--- config.mk ---
export PLATFORM = sky130hd
export DESIGN_NAME = miner_job_ctrl_flat
export DESIGN_NICKNAME = d
export VERILOG_FILES = /design/src/rtl/miner_job_ctrl_if.sv /design/src/rtl/miner_job_ctrl.sv /design/src/flat_wrapper.sv
export SDC_FILE = /design/constraint.sdc
export NUM_CORES = 1
export LEC_CHECK = 0
export CAP_MARGIN = 20
export CORE_AREA = 4 4 627 629
export DETAILED_ROUTE_END_ITERATION = 8
export DIE_AREA = 0 0 631 633
export SETUP_SLACK_MARGIN = 0.02
export SLEW_MARGIN = 20
export SYNTH_ARGS = -nofsm -noshare
export SYNTH_HDL_FRONTEND = slang
export SYNTH_SLANG_ARGS = --single-unit
--- constraint.sdc ---
create_clock -name hash_clk -period 5.2 [get_ports hash_clk]
set_clock_uncertainty 0.1 [all_clocks]
set_input_delay 0.78 -clock hash_clk [delete_from_list [all_inputs] [get_ports hash_clk]]
set_output_delay 0.78 -clock hash_clk [all_outputs]
set_load 0.005 [all_outputs]
--- src/rtl/miner_job_ctrl_if.sv ---
// miner_job_ctrl_if: job input, hasher drive and golden-nonce result signals of the miner job controller
interface miner_job_ctrl_if;
  logic [511:0] job_data;
  logic job_valid;
  logic [255:0] hs_state;
  logic [511:0] hs_input;
  logic [5:0] hs_cnt;
  logic hs_feedback;
  logic [255:0] hs_hash2;
  logic [31:0] result_nonce;
  logic result_valid;
  logic result_ready;
  logic result_drop;
  logic busy;
  logic exhausted;
  logic [31:0] cur_nonce;
  modport master (
    input job_data, job_valid, hs_hash2, result_ready,
    output hs_state, hs_input, hs_cnt, hs_feedback, result_nonce, result_valid, result_drop, busy, exhausted, cur_nonce
  );
  modport slave (
    output job_data, job_valid, hs_hash2, result_ready,
    input hs_state, hs_input, hs_cnt, hs_feedback, result_nonce, result_valid, result_drop, busy, exhausted, cur_nonce
  );
endinterface

--- src/rtl/miner_job_ctrl.sv ---
// miner_job_ctrl: sequences the sha256 hasher pair through a nonce sweep and reports golden nonces
module miner_job_ctrl #(
  parameter int LOOP_LOG2 = 5,
  parameter logic [31:0] NONCE_START = 32'h0000_0000
) (
  input logic hash_clk,
  input logic rst_n,
  miner_job_ctrl_if.master bus
);
  localparam int LOOP = 1 << LOOP_LOG2;
  localparam int OFFSET = (1 << (7 - LOOP_LOG2)) + 1;
  localparam logic [7:0] FLUSH = 8'(OFFSET * LOOP);
  typedef enum logic [1:0] {IDLE, HASH, DRAIN} state_t;
  state_t state, state_n;
  logic [95:0] tail, tail_n;
  logic [31:0] nonce_n;
  logic [7:0] flush, flush_n;
  logic [5:0] cnt_n;
  logic fb_n, fb_d1, exh_n, gold, gold_d, load, unused_bits;
  assign unused_bits = ^{bus.job_data[255:96], bus.hs_hash2[223:0]};
  assign bus.busy = state != IDLE;
  // a restart discards the registered golden ticket along with the rest of the pipeline
  assign load = gold_d && !bus.job_valid;
  always_comb begin
    state_n = state;
    tail_n = tail;
    nonce_n = bus.cur_nonce;
    flush_n = flush - 8'(flush != 8'd0);
    exh_n = bus.exhausted;
    cnt_n = (bus.hs_cnt + 6'd1) & 6'(LOOP - 1);
    gold = bus.hs_hash2[255:224] == 32'd0 && !fb_d1 && (state == DRAIN ? flush != 8'd0 : state == HASH && flush == 8'd0);
    if (bus.job_valid) begin
      state_n = HASH;
      tail_n = bus.job_data[95:0];
      nonce_n = NONCE_START;
      flush_n = FLUSH;
      exh_n = 1'b0;
      cnt_n = 6'd0;
    end else if (state == HASH && cnt_n == 6'd0) begin
      state_n = &bus.cur_nonce ? DRAIN : HASH;
      flush_n = &bus.cur_nonce ? FLUSH : flush_n;
      nonce_n = &bus.cur_nonce ? bus.cur_nonce : bus.cur_nonce + 32'd1;
    end else if (state == DRAIN && flush == 8'd1) begin
      state_n = IDLE;
      exh_n = 1'b1;
    end
    cnt_n = state_n == IDLE ? 6'd0 : cnt_n;
    fb_n = state_n == IDLE || cnt_n != 6'd0;
  end
  always_ff @(posedge hash_clk) begin
    if (!rst_n) begin
      state <= IDLE;
      tail <= '0;
      flush <= '0;
      fb_d1 <= 1'b1;
      gold_d <= 1'b0;
      bus.hs_state <= '0;
      bus.hs_input <= '0;
      bus.hs_cnt <= '0;
      bus.hs_feedback <= 1'b1;
      bus.cur_nonce <= NONCE_START;
      bus.exhausted <= 1'b0;
      bus.result_nonce <= '0;
      bus.result_valid <= 1'b0;
      bus.result_drop <= 1'b0;
    end else begin
      state <= state_n;
      tail <= tail_n;
      flush <= flush_n;
      fb_d1 <= bus.hs_feedback;
      gold_d <= gold && !bus.job_valid;
      if (bus.job_valid) bus.hs_state <= bus.job_data[511:256];
      bus.hs_input <= {32'h0000_0280, 320'h0, 32'h8000_0000, nonce_n, tail_n};
      bus.hs_cnt <= cnt_n;
      bus.hs_feedback <= fb_n;
      bus.cur_nonce <= nonce_n;
      bus.exhausted <= exh_n;
      bus.result_drop <= load && bus.result_valid && !bus.result_ready;
      if (load && (!bus.result_valid || bus.result_ready)) begin
        bus.result_nonce <= bus.cur_nonce - 32'(OFFSET);
        bus.result_valid <= 1'b1;
      end else if (bus.result_valid && bus.result_ready) begin
        bus.result_valid <= 1'b0;
      end
    end
  end
endmodule

--- src/flat_wrapper.sv ---
// flat-port wrapper written by rule: the top's interface ports become plain ports
module miner_job_ctrl_flat 
#(
  parameter int LOOP_LOG2 = 5,
  parameter logic [31:0] NONCE_START = 32'h0000_0000
)
  (hash_clk, rst_n, bus_job_data, bus_job_valid, bus_hs_hash2, bus_result_ready, bus_hs_state, bus_hs_input, bus_hs_cnt, bus_hs_feedback, bus_result_nonce, bus_result_valid, bus_result_drop, bus_busy, bus_exhausted, bus_cur_nonce);
  miner_job_ctrl_if bus_i ();
  input logic hash_clk;
  input logic rst_n;
  input wire logic [$bits(bus_i.job_data)-1:0] bus_job_data;
  input wire logic [$bits(bus_i.job_valid)-1:0] bus_job_valid;
  input wire logic [$bits(bus_i.hs_hash2)-1:0] bus_hs_hash2;
  input wire logic [$bits(bus_i.result_ready)-1:0] bus_result_ready;
  output wire logic [$bits(bus_i.hs_state)-1:0] bus_hs_state;
  output wire logic [$bits(bus_i.hs_input)-1:0] bus_hs_input;
  output wire logic [$bits(bus_i.hs_cnt)-1:0] bus_hs_cnt;
  output wire logic [$bits(bus_i.hs_feedback)-1:0] bus_hs_feedback;
  output wire logic [$bits(bus_i.result_nonce)-1:0] bus_result_nonce;
  output wire logic [$bits(bus_i.result_valid)-1:0] bus_result_valid;
  output wire logic [$bits(bus_i.result_drop)-1:0] bus_result_drop;
  output wire logic [$bits(bus_i.busy)-1:0] bus_busy;
  output wire logic [$bits(bus_i.exhausted)-1:0] bus_exhausted;
  output wire logic [$bits(bus_i.cur_nonce)-1:0] bus_cur_nonce;
  assign bus_i.job_data = bus_job_data;
  assign bus_i.job_valid = bus_job_valid;
  assign bus_i.hs_hash2 = bus_hs_hash2;
  assign bus_i.result_ready = bus_result_ready;
  assign bus_hs_state = bus_i.hs_state;
  assign bus_hs_input = bus_i.hs_input;
  assign bus_hs_cnt = bus_i.hs_cnt;
  assign bus_hs_feedback = bus_i.hs_feedback;
  assign bus_result_nonce = bus_i.result_nonce;
  assign bus_result_valid = bus_i.result_valid;
  assign bus_result_drop = bus_i.result_drop;
  assign bus_busy = bus_i.busy;
  assign bus_exhausted = bus_i.exhausted;
  assign bus_cur_nonce = bus_i.cur_nonce;
  miner_job_ctrl #(.LOOP_LOG2(LOOP_LOG2), .NONCE_START(NONCE_START)) u_core (.hash_clk(hash_clk), .rst_n(rst_n), .bus(bus_i));
endmodule
* Word-level counts from Yosys, hierarchy flattened
Index checks and enable logic that the tools add are counted.
** Operators by class
- Add/subtract/negate cells :: 4
- $mul :: 0
- Div/mod/pow operators :: 0
- Order comparisons :: 0
- Equal/unequal tests :: 3
- Shift operators :: 0
- Mux-type cells :: 17
- Bitwise gates (word level) :: 2
- Reduce and logical (&&, ||, !) cells :: 28
** Operator list (count)
- 2-to-1 mux 490 bit :: 1
- 2-to-1 mux 32 bit :: 3
- 2-to-1 mux 96 bit :: 1
- adder 32 x 1 -> 32 bit (second input constant) :: 1
- zero test 32 bit :: 1
- AND reduction 32 bit :: 1
- subtractor 32 x 3 -> 32 bit (second input constant) :: 1
- 2-to-1 mux 8 bit :: 3
- logical AND 1 bit :: 11
- 2-to-1 mux 5 bit :: 2
- equality test 8 x 1 -> 1 bit (second input constant) :: 1
- zero test 8 bit :: 1
- 2-to-1 mux 2 bit :: 4
- nonzero test 8 bit :: 1
- subtractor 8 x 1 -> 8 bit :: 1
- zero test 6 bit :: 1
- nonzero test 6 bit :: 1
- adder 5 x 1 -> 5 bit (second input constant) :: 1
- zero test 1 bit :: 4
- nonzero test 2 bit :: 2
- 2-to-1 mux 1 bit :: 3
- equality test 2 x 1 -> 1 bit (second input constant) :: 1
- equality test 2 bit (second input constant) :: 1
- zero test 2 bit :: 1
- other kinds (4) :: 6
** Word-level totals
- Register bits :: 949
- Latch bits :: 0
- Bits in writable memories :: 0
- ROM bits :: 0
- Output and inout bits :: 843
- Word-level logic and storage cells :: 70
- Memories :: 0

* Depth between registers and ports, before layout
Gate-level depths: netlist of run 1.
- Word-level depth :: 9
- Mapped depth :: 8

* Least setup slack after synthesis of run 1
Ideal clock, no wire load.
- Path kind :: register to register
- Start :: register u_core.bus.hs_cnt[0]
- End :: register u_core.flush[2]
- Setup time :: 139 ps
- Arrival time :: 2063 ps
- Slack :: 2898 ps
- Stages on the path, launching flop included :: 8
- Clock period less this slack :: 2302 ps
- Path through :: dfxtp_1 -> ha_1 -> nor4_1 -> nor2b_1 -> o21ai_1 -> clkbuf_1 -> o31ai_1 -> nor2_1
** On the way
- Word-level cells in the longest chain between the ends :: 4
** RTL lines
- start: declaration :: line miner_job_ctrl_if.sv:19 : output hs_state, hs_input, hs_cnt, hs_feedback, result_nonce, result_valid, result_drop, busy, exhausted, cur_ ...
- start signal: assignment :: line miner_job_ctrl.sv:74 : bus.hs_cnt <= cnt_n;
- adder 5 x 1 -> 5 bit :: line miner_job_ctrl.sv:30 : cnt_n = (bus.hs_cnt + 6'd1) & 6'(LOOP - 1);
- zero test 6 bit :: line miner_job_ctrl.sv:39 : end else if (state == HASH && cnt_n == 6'd0) begin
- logical AND 1 bit :: line miner_job_ctrl.sv:39
- 2-to-1 mux 8 bit :: line miner_job_ctrl.sv:39
- end signal: assignment :: line miner_job_ctrl.sv:69 : flush <= flush_n;
- end: declaration :: line miner_job_ctrl.sv:17 : logic [7:0] flush, flush_n;
No other way between the ends.
A chain may end at the register's enable or synchronous reset.

* Final worst setup path of run 1
- Start :: register u_core.bus.hs_cnt[0]
- End :: register u_core.flush[4]
The elaborated chain is that of the path after synthesis.

==> results.txt, run 1 <==
Summed instance area of the synthesized netlist: 19,800 um^2
Data required, critical path: 5690 ps
Cts bufs inserted: 72
Routability Congestion: 0.792
Clock tree root buffer cell: clkbuf_16
Area contributors post-synth: dfxtp_1 (44%), mux2i_1 (18%), buf_4 (16%), nor2_1 (7.5%), clkbuf_1 (2.0%)
Top_reg_cell synth: dfxtp_1
Arr. time, crit path: 4210 ps
Layout overhead on the synthesized area: 79.4%
CP startpoint kind: flop
Overall power: 10.3 mW
Number of standard cells in the layout, taps in and fillers out: 8,170
Share of the yosys chip area belonging to registers: 0.444
Count of cell types in the netlist: 48
Peak supply drop: 0.210 mV
Async set-or-reset flop fraction in the synthesized netlist: 0
RSZ-0062 raised after global routing: false
Detailed-route wire length per cell: 23.4 um
Final clock period utilization by the worst path: 0.715
Cell count after placement: 8,006
Site row count: 229
Core box area: 388,000 um^2
Final antenna-violating net count: 0
Rel. slew slack: 0.248
Fmax: 269 MHz
Number of flops mapped to enable cells by yosys: 0
Clock input transition at the sequential cells of the worst setup and hold paths: 70 ps
Clock Latency Late Sink: 790 ps
Via count of the first global-routing pass: 15,374
Pwr per Cell Area: 291 nW/um^2
Post-CTS Setup Repair Bufs: 0
Top cell type by total area after synthesis: dfxtp_1
Fin Setup TNS: 0 ps
Tightest Hold Check Type: flop to flop
Maximum level of the CTS H-tree: 3
Count of max-cap constraint violations: 0
Final setup violation count: 0
Buffers from clock root to sink, at most: 4
Worst Path Max Fanout: 24
Number of DRC markers in iteration 0: 1,077
Number of warnings printed during yosys synthesis: 0
Number of antenna violations at the first check in global routing: 233
Number of hold-repair buffers added at the cts stage: 0
Register bit total from synthesis: 438
Result of the run: finished, final reports clean
Chip Height: 633 um
Port Buf Inserts: 848
Ratio of cells with drive above 1 in the final layout: 0.0566
First-pass GRT wire length: 222,000 um
Final Core Density: 0.0913
Proportion of netlist area held by the largest area contributor: 0.444
Number of detailed-route iterations in the first pass: 5
Synthesized instance count: 2,093
Post-cts gate resize count: 0
Crit path kind: flop to flop
Final critical-path required period: 3720 ps
Reported leakage power: 12.9 nW
Post-Syn Area per Cell: 9.44 um^2
Count of nets after finishing: 3,662
Worst setup EP type: flop
Cell with the largest stage delay on the worst path: o31ai_1
Cells along the critical path: ha_1, nor4_1, nor2b_1, o21ai_2, o31ai_1, nor2_1
Measured slew at the worst slew-check pin: 1120 ps
Remaining routing DRC violations: 0
CTS tree: done
I/O pin cnt: 1,615
Largest net degree at the start of global routing: 141
Delay contributed by the slowest stage of the critical path: 990 ps
Die W: 631 um
GRT Residual Overflow: 0
Vias per std cell: 2.16
Area of placed instances: 32,900 um^2
Final-report hold violation count: 0
Final WL: 191,000 um
Half-perimeter wire length after detailed placement: 168,000 um
Starting Density: 0.0509
# clock sinks: 438
GR Util All Layers: 0.0908
Die Outline Area: 399,000 um^2
Final cell area excluding filler cells: 35,400 um^2
Vias post-DR: 17,652
Final number of max-transition violations: 0
[kinds of logic (layout without fill, tap and decap cells)]
group	after synthesis	count (layout)	share of synthesized area
compound gates	130	130	0.0400
xor+xnor	34	34	0.0151
fa+ha+maj	6	6	0.00380
buf+inv	549	1009	0.185
flops	438	438	0.444
mux	358	358	0.181
other cells	1	421	0.000190
simple gates	577	577	0.131
[report_power, final]
group / switching [mW] / total, mW / internal, mW
clock network: 2.07 / 5.20 / 3.14
registers: 0.101 / 3.64 / 3.54
logic: 0.738 / 1.47 / 0.732
total: 2.90 / 10.3 / 7.41
[area by class of cell]
class	count	area, um^2
fillers	45045	353000
multi-input cells	1487	8790
repair buffers	874	8780
flip-flops and latches	438	8770
well taps	5197	6500
clock buffers	94	2060
clock inverters	30	387
diodes	39	97.6
inverters	11	48.8
[stage by stage]
stage          setup slack (ps)  hold WS, ps
2_1_floorplan              2900          336
3_3_place_gp               1350          334
3_5_place_dp               1380          331
4_1_cts                    1330          339
5_1_grt                    1100          368
6_report                   1480          361
[path summary, 6_finish.rpt]
kind,cells after the start,end,from,slack (ps)
max reg2reg,6,u_core.flush[4],u_core.bus.hs_cnt[0],1480
min,1,u_core.fb_d1,u_core.bus.hs_feedback,360
min reg2reg,1,u_core.fb_d1,u_core.bus.hs_feedback,360
max,6,u_core.flush[4],u_core.bus.hs_cnt[0],1480
[worst max-delay path: cells and delay by family (launching register included)]
kind / cells / cell delay (ps)
AOI/OAI and AO/OA: 2 / 1450
DFF: 1 / 400
adders and majority gates: 1 / 290
and+or+nand+nor: 3 / 1250
[layer usage]
metal / up-vias / track usage / part of all wire
met4: 178 / 0.0264 / 0.036
met5: - / 0 / 0.0059
met1: 7973 / 0.0740 / 0.27
met2: 1176 / 0.160 / 0.50
met3: 444 / 0.0795 / 0.19
li1: 7881 / - / -
[synthesized netlist by cell type (19+ instances only)]
cell,count
xor2_1,19
nor2_1,396
o31ai_1,22
nand4_1,25
dfxtp_1,438
a21oi_1,44
mux2i_1,358
o21ai_0,32
nand2_1,34
buf_4,417
nand3_1,19
clkbuf_1,105
or4_1,23
[cell usage in the layout, fill, tap and decap left out, types with 4 or more instances in the layout]
master,n
a31oi_1,6
nand2b_1,6
o21ai_0,31
dfxtp_1,438
nor3_1,16
ha_1,6
buf_4,19
mux2i_1,358
or2_2,9
diode_2,39
a21oi_1,44
clkinv_2,7
clkinv_4,4
and3_1,4
xnor2_1,15
o31ai_1,22
bufinv_16,7
nand4_1,25
nand2_1,34
clkdlybuf4s50_1,847
or3_1,7
xor2_1,19
or4_1,23
nor2_1,395
nor4_1,18
clkbuf_8,13
conb_1,382
clkbuf_16,74
o31a_1,5
inv_1,10
buf_12,6
nand3_1,19
clkinvlp_4,7
a211oi_1,8
clkbuf_1,7
Note: power is estimated with default switching activity, not from simulation.
==> inputs of run 2 (changes only) <==
CORE_AREA = 4 4 636 638   (was 4 4 627 629)
DIE_AREA = 0 0 640 642   (was 0 0 631 633)
clock period = 3.5 ns   (was 5.2 ns; I/O delays follow)
==> results.txt, run 2 (same netlist as run 1, synthesis figures left out) <==
Fin Setup TNS: 0 ps (unchanged)
Maximum level of the CTS H-tree: 3 (unchanged)
Crit path kind: flop to flop
Number of hold-repair buffers added at the cts stage: 0 (unchanged)
Port Buf Inserts: 848 (unchanged)
RSZ-0062 raised after global routing: false
Measured slew at the worst slew-check pin: 879 ps (-245 ps)
Count of max-cap constraint violations: 0 (unchanged)
Buffers from clock root to sink, at most: 4 (unchanged)
Cts bufs inserted: 72 (unchanged)
Buffers and inverters on the worst path: 0 (unchanged)
CP startpoint kind: flop
Cells along the critical path: nand4_1, nor4_1, nand3_1, or4_1, a21oi_1
Largest net degree at the start of global routing: 121 (-14%)
Number of DRC markers in iteration 0: 1,175 (+9.1%)
Site row count: 232 (+1.3%)
Most common cell after layout, fill and taps aside: clkdlybuf4s50_1
Final clock period utilization by the worst path: 0.818 (+0.103)
Top library cells by usage in the layout, fill and taps aside: clkdlybuf4s50_1 (846), dfxtp_1 (438), nor2_1 (394), conb_1 (382), mux2i_1 (358)
Tightest Hold Check Type: input port to flop
Combined area of the multi-input logic cells: 8780 um^2 (about the same)
Worst Path Max Fanout: 14 (-42%)
Number of cells on the worst reg-to-reg path: 5 (-1)
Peak supply drop: 0.357 mV (+70%)
Post-cts gate resize count: 0 (unchanged)
Final critical-path required period: 2860 ps (-856 ps)
Fmax: 349 MHz (+30%)
Arr. time, crit path: 3420 ps (-790 ps)
Die W: 640 um (+1.4%)
Core box area: 399,000 um^2 (+2.7%)
Vias per std cell: 2.13 (-1.3%)
Filler cell count in the final layout: 46,137 (+2.4%)
Number of antenna violations at the first check in global routing: 224 (-3.9%)
Ratio of cells with drive above 1 in the final layout: 0.0679 (+0.0114)
Detailed-route wire length per cell: 23.0 um (-1.9%)
Clock input transition at the sequential cells of the worst setup and hold paths: 80 ps (about the same)
Routability Congestion: 0.824 (+4.1%)
Number of detailed-route iterations in the first pass: 7 (+2)
Count of nets after finishing: 3,702 (+1.1%)
Final-report hold violation count: 0 (unchanged)
Die Outline Area: 411,000 um^2 (+2.9%)
Final WL: 190,000 um (-0.68%)
Final antenna-violating net count: 0 (unchanged)
Post-CTS Setup Repair Bufs: 0 (unchanged)
Number of gates on the worst path with buffers counted: 5 (-1)
Number of stages on the worst hold path: 2 (+1)
Data required, critical path: 4050 ps (-1640 ps)
Remaining routing DRC violations: 0 (unchanged)
Reported leakage power: 13.1 nW (+1.7%)
Family with the most delay on the worst path: simple AND/OR/NAND/NOR gates
CTS tree: done
Final setup violation count: 0 (unchanged)
Clock Latency Late Sink: 740 ps (-50 ps)
Layout overhead on the synthesized area: 81.3%
Vias post-DR: 17,639 (-0.074%)
Starting Density: 0.0496 (-0.00135)
Pwr per Cell Area: 427 nW/um^2 (+47%)
Reg area: 8770 um^2 (unchanged)
Clock tree root buffer cell: clkbuf_16
Number of standard cells in the layout, taps in and fillers out: 8,269 (+1.2%)
Result of the run: finished, final reports clean
Cell count after placement: 8,115 (+1.4%)
Worst setup EP type: flop
Half-perimeter wire length after detailed placement: 169,000 um (+0.43%)
I/O pin cnt: 1,615 (unchanged)
Final number of max-transition violations: 0 (unchanged)
Delay contributed by the slowest stage of the critical path: 640 ps (-350 ps)
Cell with the largest stage delay on the worst path: nor4_1
GRT Residual Overflow: 0 (unchanged)
Overall power: 15.3 mW (+48%)
First-pass GRT wire length: 224,000 um (+0.79%)
Chip Height: 642 um (+1.4%)
GR Util All Layers: 0.0887 (-0.00209)
Rel. slew slack: 0.412 (+0.164)
Via count of the first global-routing pass: 15,811 (+2.8%)
# clock sinks: 438 (unchanged)
run 2: cell count changes in the layout (fill, tap and decap cells not counted), sizes merged:
cell	before	now
clkbuf	94	96
buf	27	68
clkdlybuf4s50	847	846
clkinv	12	11
diode	39	31
clkinvlp	7	5
run 2: final timing paths:
path | startpoint | slack [ps] | endpoint
hold reg to reg | u_core.bus.hs_feedback | 310 | u_core.fb_d1
setup / recovery | u_core.bus.cur_nonce[13] | 640 | u_core.bus.cur_nonce[21]
setup reg to reg | u_core.bus.cur_nonce[13] | 640 | u_core.bus.cur_nonce[21]
hold / removal | rst_n | 90 | u_core.fb_d1
run 2: final cells by class:
class	instances	area share
Clock buffer	96	0.0574
Antenna cell	31	0.00217
Inverter	11	0.00136
Multi-Input combinational cell	1487	0.245
Timing Repair Buffer	914	0.254
Clock inverter	27	0.0105
Sequential cell	438	0.245
Tap cell	5265	0.184
run 2: power breakdown:
part           internal [mW]  total (mW)  switching (mW)
clock                   4.64        7.70            3.06
combinational           1.09        2.18            1.08
sequential              5.26        5.41           0.151
total                   11.0        15.3            4.29
run 2: through the flow:
step                hold slack, ps    util  worst slack [ps]  area [um^2]
floorplan                      336       -              1200        21200
global placement               328  0.0835               741        33300
detailed placement             330  0.0835               702        33300
CTS                           3.90  0.0896               458        35700
global route                  55.9  0.0897               493        35800
finish                        88.8  0.0898               637        35800
run 2: layer usage:
layer	GRT usage	share of wire	up-vias
li1	-	-	7953
met1	0.0736	0.28	8000
met2	0.159	0.51	1114
met3	0.0687	0.17	414
met4	0.0298	0.036	158
met5	0	0.0053	-
